### config.mk
export PLATFORM = sky130hd
export DESIGN_NAME = ls_mem_ctrl
export DESIGN_NICKNAME = d
export VERILOG_FILES = /design/src/rtl/ls_mem_ctrl_pkg.sv /design/src/rtl/ls_mem_ctrl_lane_align.sv /design/src/rtl/ls_mem_ctrl.sv
export SDC_FILE = /design/constraint.sdc
export NUM_CORES = 1
export LEC_CHECK = 0
export ABC_AREA = 0
export CAP_MARGIN = 15
export CORE_UTILIZATION = 47
export CTS_CLUSTER_SIZE = 14
export DETAILED_ROUTE_END_ITERATION = 7
export PLACE_DENSITY = 0.94
export SLEW_MARGIN = 30
export SYNTH_ARGS = -nofsm -noshare
export SYNTH_HDL_FRONTEND = slang
export SYNTH_SLANG_ARGS = --single-unit
### constraint.sdc
create_clock -name clk_in -period 9.2 [get_ports clk_in]
set_clock_uncertainty 0.1 [all_clocks]
set_input_delay 1.84 -clock clk_in [delete_from_list [all_inputs] [get_ports clk_in]]
set_output_delay 1.84 -clock clk_in [all_outputs]
set_load 0.05 [all_outputs]
### src/rtl/ls_mem_ctrl_pkg.sv
// Shared types and constants for the load/store memory controller.
// The LS_MISALIGN_SPLIT_EN build uses the REQ2 state; the default build never enters it.
package ls_mem_ctrl_pkg;

   typedef enum logic [1:0] {IDLE, REQ1, REQ2, RSP} LS_STATE_T;

   localparam logic [3:0] LD_ADDR_MISALIGN = 4'd4;
   localparam logic [3:0] LD_ACCESS_FAULT  = 4'd5;
   localparam logic [3:0] ST_ADDR_MISALIGN = 4'd6;
   localparam logic [3:0] ST_ACCESS_FAULT  = 4'd7;

endpackage

### src/rtl/ls_mem_ctrl_lane_align.sv
// Combinational byte-lane steering: byte enables, store lanes and load alignment/extension.
// With LS_MISALIGN_SPLIT_EN a second word's enables and read data are handled for word-crossing accesses.
module ls_mem_ctrl_lane_align (
   input  logic [1:0]  addr_lo_i,
   input  logic [2:0]  size_i,
   input  logic        zero_ext_i,
   input  logic [31:0] st_data_i,
   input  logic [31:0] rd_lo_i,
`ifdef LS_MISALIGN_SPLIT_EN
   input  logic        mis_i,
   input  logic [31:0] rd_hi_i,
   output logic [3:0]  be_hi_o,
   output logic        cross_o,
`endif
   output logic [3:0]  be_o,
   output logic [31:0] wr_data_o,
   output logic [31:0] ld_data_o
);

   logic [31:0] shifted;
   logic [31:0] repl;
`ifdef LS_MISALIGN_SPLIT_EN
   logic [3:0]  bytes;
   logic [7:0]  mask8;
   logic [63:0] rot64;
   logic [63:0] merged;
`endif

   always_comb begin
      unique case (size_i)
         3'd1:    repl = {4{st_data_i[7:0]}};
         3'd2:    repl = {2{st_data_i[15:0]}};
         default: repl = st_data_i;
      endcase

`ifdef LS_MISALIGN_SPLIT_EN
      unique case (size_i)
         3'd1:    bytes = 4'b0001;
         3'd2:    bytes = 4'b0011;
         default: bytes = 4'b1111;
      endcase
      mask8   = {4'b0000, bytes} << addr_lo_i;
      be_o    = mask8[3:0];
      be_hi_o = mask8[7:4];
      cross_o = |mask8[7:4];
      // A rotated word serves both halves of a split store: each half's enables pick its own lanes.
      rot64     = {st_data_i, st_data_i} << {addr_lo_i, 3'b000};
      wr_data_o = mis_i ? rot64[63:32] : repl;
      merged    = {rd_hi_i, rd_lo_i} >> {addr_lo_i, 3'b000};
      shifted   = merged[31:0];
`else
      unique case (size_i)
         3'd1:    be_o = 4'b0001 << addr_lo_i;
         3'd2:    be_o = 4'b0011 << {addr_lo_i[1], 1'b0};
         default: be_o = 4'b1111;
      endcase
      wr_data_o = repl;
      shifted   = rd_lo_i >> {addr_lo_i, 3'b000};
`endif

      unique case (size_i)
         3'd1:    ld_data_o = zero_ext_i ? {24'd0, shifted[7:0]}
                                         : {{24{shifted[7]}}, shifted[7:0]};
         3'd2:    ld_data_o = zero_ext_i ? {16'd0, shifted[15:0]}
                                         : {{16{shifted[15]}}, shifted[15:0]};
         default: ld_data_o = shifted;
      endcase
   end

endmodule

### src/rtl/ls_mem_ctrl.sv
// Load/store sequencer: accepts one request, runs the dm_req/dm_ack handshake, returns data or an exception.
// Define LS_MISALIGN_SPLIT_EN to execute misaligned accesses in hardware (one or two bus accesses).
module ls_mem_ctrl
   import ls_mem_ctrl_pkg::*;
#(
   parameter int unsigned TIMEOUT_CYCLES = 64,
   parameter int unsigned TO_W           = 7
) (
   input  logic        clk_in,
   input  logic        reset_n_in,
   input  logic        ls_valid_in,
   output logic        ls_ready_out,
   input  logic        ls_is_st_in,
   input  logic [31:0] ls_addr_in,
   input  logic [2:0]  ls_size_in,
   input  logic        ls_mis_in,
   input  logic        ls_zero_ext_in,
   input  logic [31:0] ls_st_data_in,
   output logic        rsp_valid_out,
   output logic [31:0] rsp_ld_data_out,
   output logic        rsp_exc_out,
   output logic [3:0]  rsp_exc_code_out,
   output logic        dm_req_out,
   output logic        dm_rw_out,
   output logic [31:0] dm_addr_out,
   output logic [3:0]  dm_be_out,
   output logic [31:0] dm_wr_data_out,
   input  logic        dm_ack_in,
   input  logic [31:0] dm_rd_data_in,
   input  logic        dm_err_in
);

   localparam logic [TO_W-1:0] TO_LAST = TO_W'(TIMEOUT_CYCLES - 1);

   LS_STATE_T        state_q, state_d;
   logic [TO_W-1:0]  to_cnt_q, to_cnt_d;

   logic             is_st_q, zext_q;
   logic [31:0]      addr_q, st_data_q, rd_lo_q;
   logic [2:0]       size_q;
   logic             exc_q, exc_d;
   logic [3:0]       code_q, code_d;
   logic             accept, cap_lo;

   logic [3:0]       be_lo;
   logic [31:0]      wr_lanes, ld_data;
   logic [31:0]      word_addr;

`ifdef LS_MISALIGN_SPLIT_EN
   logic             mis_q, cap_hi, cross;
   logic [31:0]      rd_hi_q;
   logic [3:0]       be_hi;
`endif

   assign word_addr = {addr_q[31:2], 2'b00};

   ls_mem_ctrl_lane_align u_align (
      .addr_lo_i  (addr_q[1:0]),
      .size_i     (size_q),
      .zero_ext_i (zext_q),
      .st_data_i  (st_data_q),
      .rd_lo_i    (rd_lo_q),
`ifdef LS_MISALIGN_SPLIT_EN
      .mis_i      (mis_q),
      .rd_hi_i    (rd_hi_q),
      .be_hi_o    (be_hi),
      .cross_o    (cross),
`endif
      .be_o       (be_lo),
      .wr_data_o  (wr_lanes),
      .ld_data_o  (ld_data)
   );

   always_ff @(posedge clk_in or negedge reset_n_in) begin
      if (!reset_n_in) begin
         state_q  <= IDLE;
         to_cnt_q <= '0;
      end else begin
         state_q  <= state_d;
         to_cnt_q <= to_cnt_d;
      end
   end

   // Request, read-data and response payload registers only matter while the FSM qualifies them.
   always_ff @(posedge clk_in) begin
      if (accept) begin
         is_st_q   <= ls_is_st_in;
         addr_q    <= ls_addr_in;
         size_q    <= ls_size_in;
         zext_q    <= ls_zero_ext_in;
         st_data_q <= ls_st_data_in;
`ifdef LS_MISALIGN_SPLIT_EN
         mis_q     <= ls_mis_in;
`endif
      end
      if (cap_lo) rd_lo_q <= dm_rd_data_in;
`ifdef LS_MISALIGN_SPLIT_EN
      if (cap_hi) rd_hi_q <= dm_rd_data_in;
`endif
      exc_q  <= exc_d;
      code_q <= code_d;
   end

   always_comb begin
      state_d          = state_q;
      to_cnt_d         = '0;
      accept           = 1'b0;
      cap_lo           = 1'b0;
`ifdef LS_MISALIGN_SPLIT_EN
      cap_hi           = 1'b0;
`endif
      exc_d            = exc_q;
      code_d           = code_q;
      ls_ready_out     = 1'b0;
      rsp_valid_out    = 1'b0;
      rsp_ld_data_out  = '0;
      rsp_exc_out      = 1'b0;
      rsp_exc_code_out = '0;
      dm_req_out       = 1'b0;
      dm_rw_out        = 1'b0;
      dm_addr_out      = '0;
      dm_be_out        = '0;
      dm_wr_data_out   = '0;

      unique case (state_q)
         IDLE: begin
            ls_ready_out = 1'b1;
            if (ls_valid_in) begin
               accept  = 1'b1;
               exc_d   = 1'b0;
               state_d = REQ1;
`ifndef LS_MISALIGN_SPLIT_EN
               if (ls_mis_in) begin
                  exc_d   = 1'b1;
                  code_d  = ls_is_st_in ? ST_ADDR_MISALIGN : LD_ADDR_MISALIGN;
                  state_d = RSP;
               end
`endif
            end
         end

         REQ1: begin
            dm_req_out     = 1'b1;
            dm_rw_out      = is_st_q;
            dm_addr_out    = word_addr;
            dm_be_out      = be_lo;
            dm_wr_data_out = wr_lanes;
            if (dm_ack_in) begin
               if (dm_err_in) begin
                  exc_d   = 1'b1;
                  code_d  = is_st_q ? ST_ACCESS_FAULT : LD_ACCESS_FAULT;
                  state_d = RSP;
               end else begin
                  cap_lo  = 1'b1;
`ifdef LS_MISALIGN_SPLIT_EN
                  state_d = cross ? REQ2 : RSP;
`else
                  state_d = RSP;
`endif
               end
            end else if (to_cnt_q == TO_LAST) begin
               exc_d   = 1'b1;
               code_d  = is_st_q ? ST_ACCESS_FAULT : LD_ACCESS_FAULT;
               state_d = RSP;
            end else begin
               to_cnt_d = to_cnt_q + TO_W'(1);
            end
         end

`ifdef LS_MISALIGN_SPLIT_EN
         REQ2: begin
            dm_req_out     = 1'b1;
            dm_rw_out      = is_st_q;
            dm_addr_out    = word_addr + 32'd4;
            dm_be_out      = be_hi;
            dm_wr_data_out = wr_lanes;
            if (dm_ack_in) begin
               if (dm_err_in) begin
                  exc_d  = 1'b1;
                  code_d = is_st_q ? ST_ACCESS_FAULT : LD_ACCESS_FAULT;
               end else begin
                  cap_hi = 1'b1;
               end
               state_d = RSP;
            end else if (to_cnt_q == TO_LAST) begin
               exc_d   = 1'b1;
               code_d  = is_st_q ? ST_ACCESS_FAULT : LD_ACCESS_FAULT;
               state_d = RSP;
            end else begin
               to_cnt_d = to_cnt_q + TO_W'(1);
            end
         end
`endif

         RSP: begin
            rsp_valid_out    = 1'b1;
            rsp_exc_out      = exc_q;
            rsp_exc_code_out = exc_q ? code_q : 4'd0;
            rsp_ld_data_out  = (exc_q || is_st_q) ? 32'd0 : ld_data;
            state_d          = IDLE;
         end

         default: state_d = IDLE;
      endcase
   end

endmodule

==> results.py <==
metrics = {
    "worst_setup_path": {
        "cp-startpoint": "size_q[0]",
        "ff2ff_path_depth": 4,
        "cp_max_fo": 20,
        "end_kind": "primary output",
        "reg2reg_slack_ns": 6.83,
        "r2r_start": "state_q[1]",
        "r2r_end": "code_q[1]",
        "setup.worst_path.end": "rsp_ld_data_out[13]",
        "cp-start-kind": "flop",
        "critical_path_arrival_ns": 3.34,
        "cp.required_ns": 7.26,
        "criticalPathCategory": "flop to primary output",
    },
    "routing": {
        "wl_per_cell_um": 20.4,
        "drc": 0,
        "viasPerCell": 5.65,
        "drt_iter0_drc": 409,
        "dr.pass1.iters": 6,
        "vias": 4401,
        "postRouteWirelength_um": 15900,
        "antenna_left": 0,
    },
    "clock_tree": {
        "clockRootBuffer": "clkbuf_16",
        "cts.clk_slew.worst_paths_ns": 0.05,
        "cts_tree": "built",
        "hold_buffers": 0,
        "post_cts_buffers": 0,
        "clkSinkCount": 113,
        "cts_buffers": 17,
        "ctsHtreeMaxLevel": 4,
        "clk_path_buf_depth": 2,
        "ctsResizeCount": 0,
        "insertion_delay_ns": 0.41,
    },
    "global_routing": {
        "grt_pass1_wl_um": 23900,
        "antenna_found_initial": 0,
        "grt_start_max_net_pins": 70,
        "use_met3_pct": 9.70,
        "grt_overflow": 0,
        "use_met1_pct": 30.9,
        "grt_usage_pct": 27.9,
        "gr-usage-met2_pct": 47.0,
        "grt_pass1_vias": 4547,
        "busiest_layer": "met2",
    },
    "yosys": {
        "synth_edf_count": 104,
        "synth_top_family_by_area": "compound AO/OA/AOI/OAI gates",
        "post_synth_num_cell_types": 50,
        "ys_ff_latch": 113,
        "synthFlopType": "edfxtp_1",
        "synthMuxAreaShare_pct": 3.46,
        "synth-compound-area-share_pct": 14.4,
        "synthAdderAreaFrac_pct": 0.235,
        "syn-cell-area_mm2": 0.00532,
        "syn_avg_cell_area_um2": 12.6,
        "ys_seq_area_share_pct": 62.9,
        "yosysWarnings": 0,
        "synth-simple-area-share_pct": 14.3,
        "synth-xor-area-share_pct": 0.658,
        "synthCells": 424,
        "synthArstFlopShare_pct": 7.96,
    },
    "power_and_ir_drop": {
        "power_mw": 2.48,
        "leakage_nw": 3.01,
        "peakVddDrop_uv": 200,
        "powerDensity_mw_per_mm2": 307,
    },
    "timing": {
        "finalMaxSlewViolations": 0,
        "rsz0062_at_grt": "false",
        "post-route-min-period_ns": 5.28,
        "fin_crit_sh_pct": 57.4,
        "finalSetupTns_ns": 0,
        "hold_violations": 0,
        "fmax_ghz": 0.189,
        "tightestPinTransition_ns": 0.897,
        "slew_headroom_pct": 40.2,
        "finalSetupViolations": 0,
    },
    "status": {
        "status": "completed",
    },
    "finish": {
        "drive_above_1_share_pct": 7.67,
        "antenna_cells": 0,
        "area_growth_pct": 51.8,
        "fin_nets": 734,
        "post-route-util_pct": 73.9,
        "fillers": 717,
    },
    "die": {
        "start_util_pct": 48.7,
        "coreArea_mm2": 0.0109,
        "rows": 38,
        "die-area_mm2": 0.0118,
        "die_w_um": 108,
        "dieHeight_um": 108,
        "ioPinCount": 216,
    },
    "placement": {
        "place.gp.congestion": 0.849,
        "portBuffers": 212,
        "hpwl_um": 11100,
    },
    "hold_path": {
        "hp-class": "flop to flop",
    },
    "flow_run": {
        "cap_violations": 0,
    },
}
## metrics by stage
step	setup slack, ns	hold slack (ns)	cells	area (um^2)
finish	3.92	0.385	779	8080
global route	3.72	0.398	779	8080
CTS	3.73	0.386	779	8070
detailed placement	4.19	0.362	747	7460
global placement	4.04	0.343	747	7460
floorplan	4.16	0.333	426	5330
## kinds of logic (layout without fill, tap and decap cells)
group                    Yosys count  count (layout)
flip-flops                       113             113
AND/OR/NAND/NOR                  131             131
adder cells (fa/ha/maj)            1               1
multiplexers                      18              18
AO/OA/AOI/OAI                    117             117
other                              1               3
buffers and inverters             39             252
XOR/XNOR                           4               4
## sequential cells by signal, summed over array words and instances, names as in the netlist
name and cells:
addr_q 32, code_q 2, exc_q 1, is_st_q 1
rd_lo_q 32, size_q 3, st_data_q 32, state_q 2
to_cnt_q 7, zext_q 1
## per-layer routing
layer / up-vias / routed length [um]
li1: 1977 / -
met1: 2078 / 5760
met2: 293 / 7860
met3: 53 / 1600
met4: 0 / 693
met5: - / 0
## power by group
group,internal [mW],leakage (nW),switching [mW],total (mW)
registers,0.673,1.08,0.0667,0.740
clock network,0.448,0.293,0.221,0.669
logic,0.344,1.64,0.728,1.07
total,1.46,3.01,1.02,2.48
## worst min path at each step
stage / start / endpoint / slack, ns / cells past startpoint
after floorplan: to_cnt_q[0] / to_cnt_q[0] / 0.33 / 1
after global placement: to_cnt_q[0] / to_cnt_q[0] / 0.34 / 1
after detailed placement: to_cnt_q[0] / to_cnt_q[0] / 0.36 / 1
after CTS: to_cnt_q[0] / to_cnt_q[0] / 0.39 / 1
after global routing: to_cnt_q[0] / to_cnt_q[0] / 0.40 / 1
final: to_cnt_q[0] / to_cnt_q[0] / 0.39 / 1
## cell type report
type                            instances  area (um^2)  area share (%)
Inverter                                5         18.8           0.232
Multi-Input combinational cell        274         1790            22.2
Clock inverter                         13          168            2.07
Timing Repair Buffer                  215         2140            26.5
Clock buffer                           19          433            5.36
Sequential cell                       113         3350            41.4
Tap cell                              140          175            2.17
## Yosys cell counts, drive strengths merged, types with 5 or more instances
cell type | instances | share of area [%]
inv | 5 | 0.35
and2 | 53 | 6.2
o211a | 9 | 1.7
nor2b | 8 | 0.94
mux2i | 18 | 3.5
edfxtp | 104 | 59
o221ai | 8 | 1.3
clkbuf | 13 | 0.96
nand2b | 5 | 0.59
nand2 | 28 | 2.1
a21oi | 30 | 2.9
o22ai | 8 | 0.94
dfrtp | 9 | 4.2
buf | 21 | 2.6
a21o | 9 | 1.3
o21ai | 34 | 3.2
nor2 | 19 | 1.7
a211oi | 14 | 2.0
## cells in the final DEF (no fill, tap or decap), types with 14 or more instances in the layout
| cell | Yosys | routed |
|---|---|---|
| nor2_1 | 17 | 17 |
| clkbuf_16 | 0 | 17 |
| a21oi_1 | 29 | 29 |
| nand2_1 | 27 | 27 |
| and2_1 | 53 | 52 |
| mux2i_1 | 17 | 17 |
| clkdlybuf4s50_1 | 0 | 212 |
| edfxtp_1 | 104 | 104 |
| a211oi_1 | 14 | 14 |
| o21ai_0 | 34 | 34 |
## critical path, cell delays in order, from the launching register on
cell and delay (ns):
edfxtp_1 0.79, or3b_1 0.75, nor2_8 0.20, nand2_4 0.11
a21oi_1 0.21, clkdlybuf4s50_1 0.86
Power figures use the tool's default switching activity.
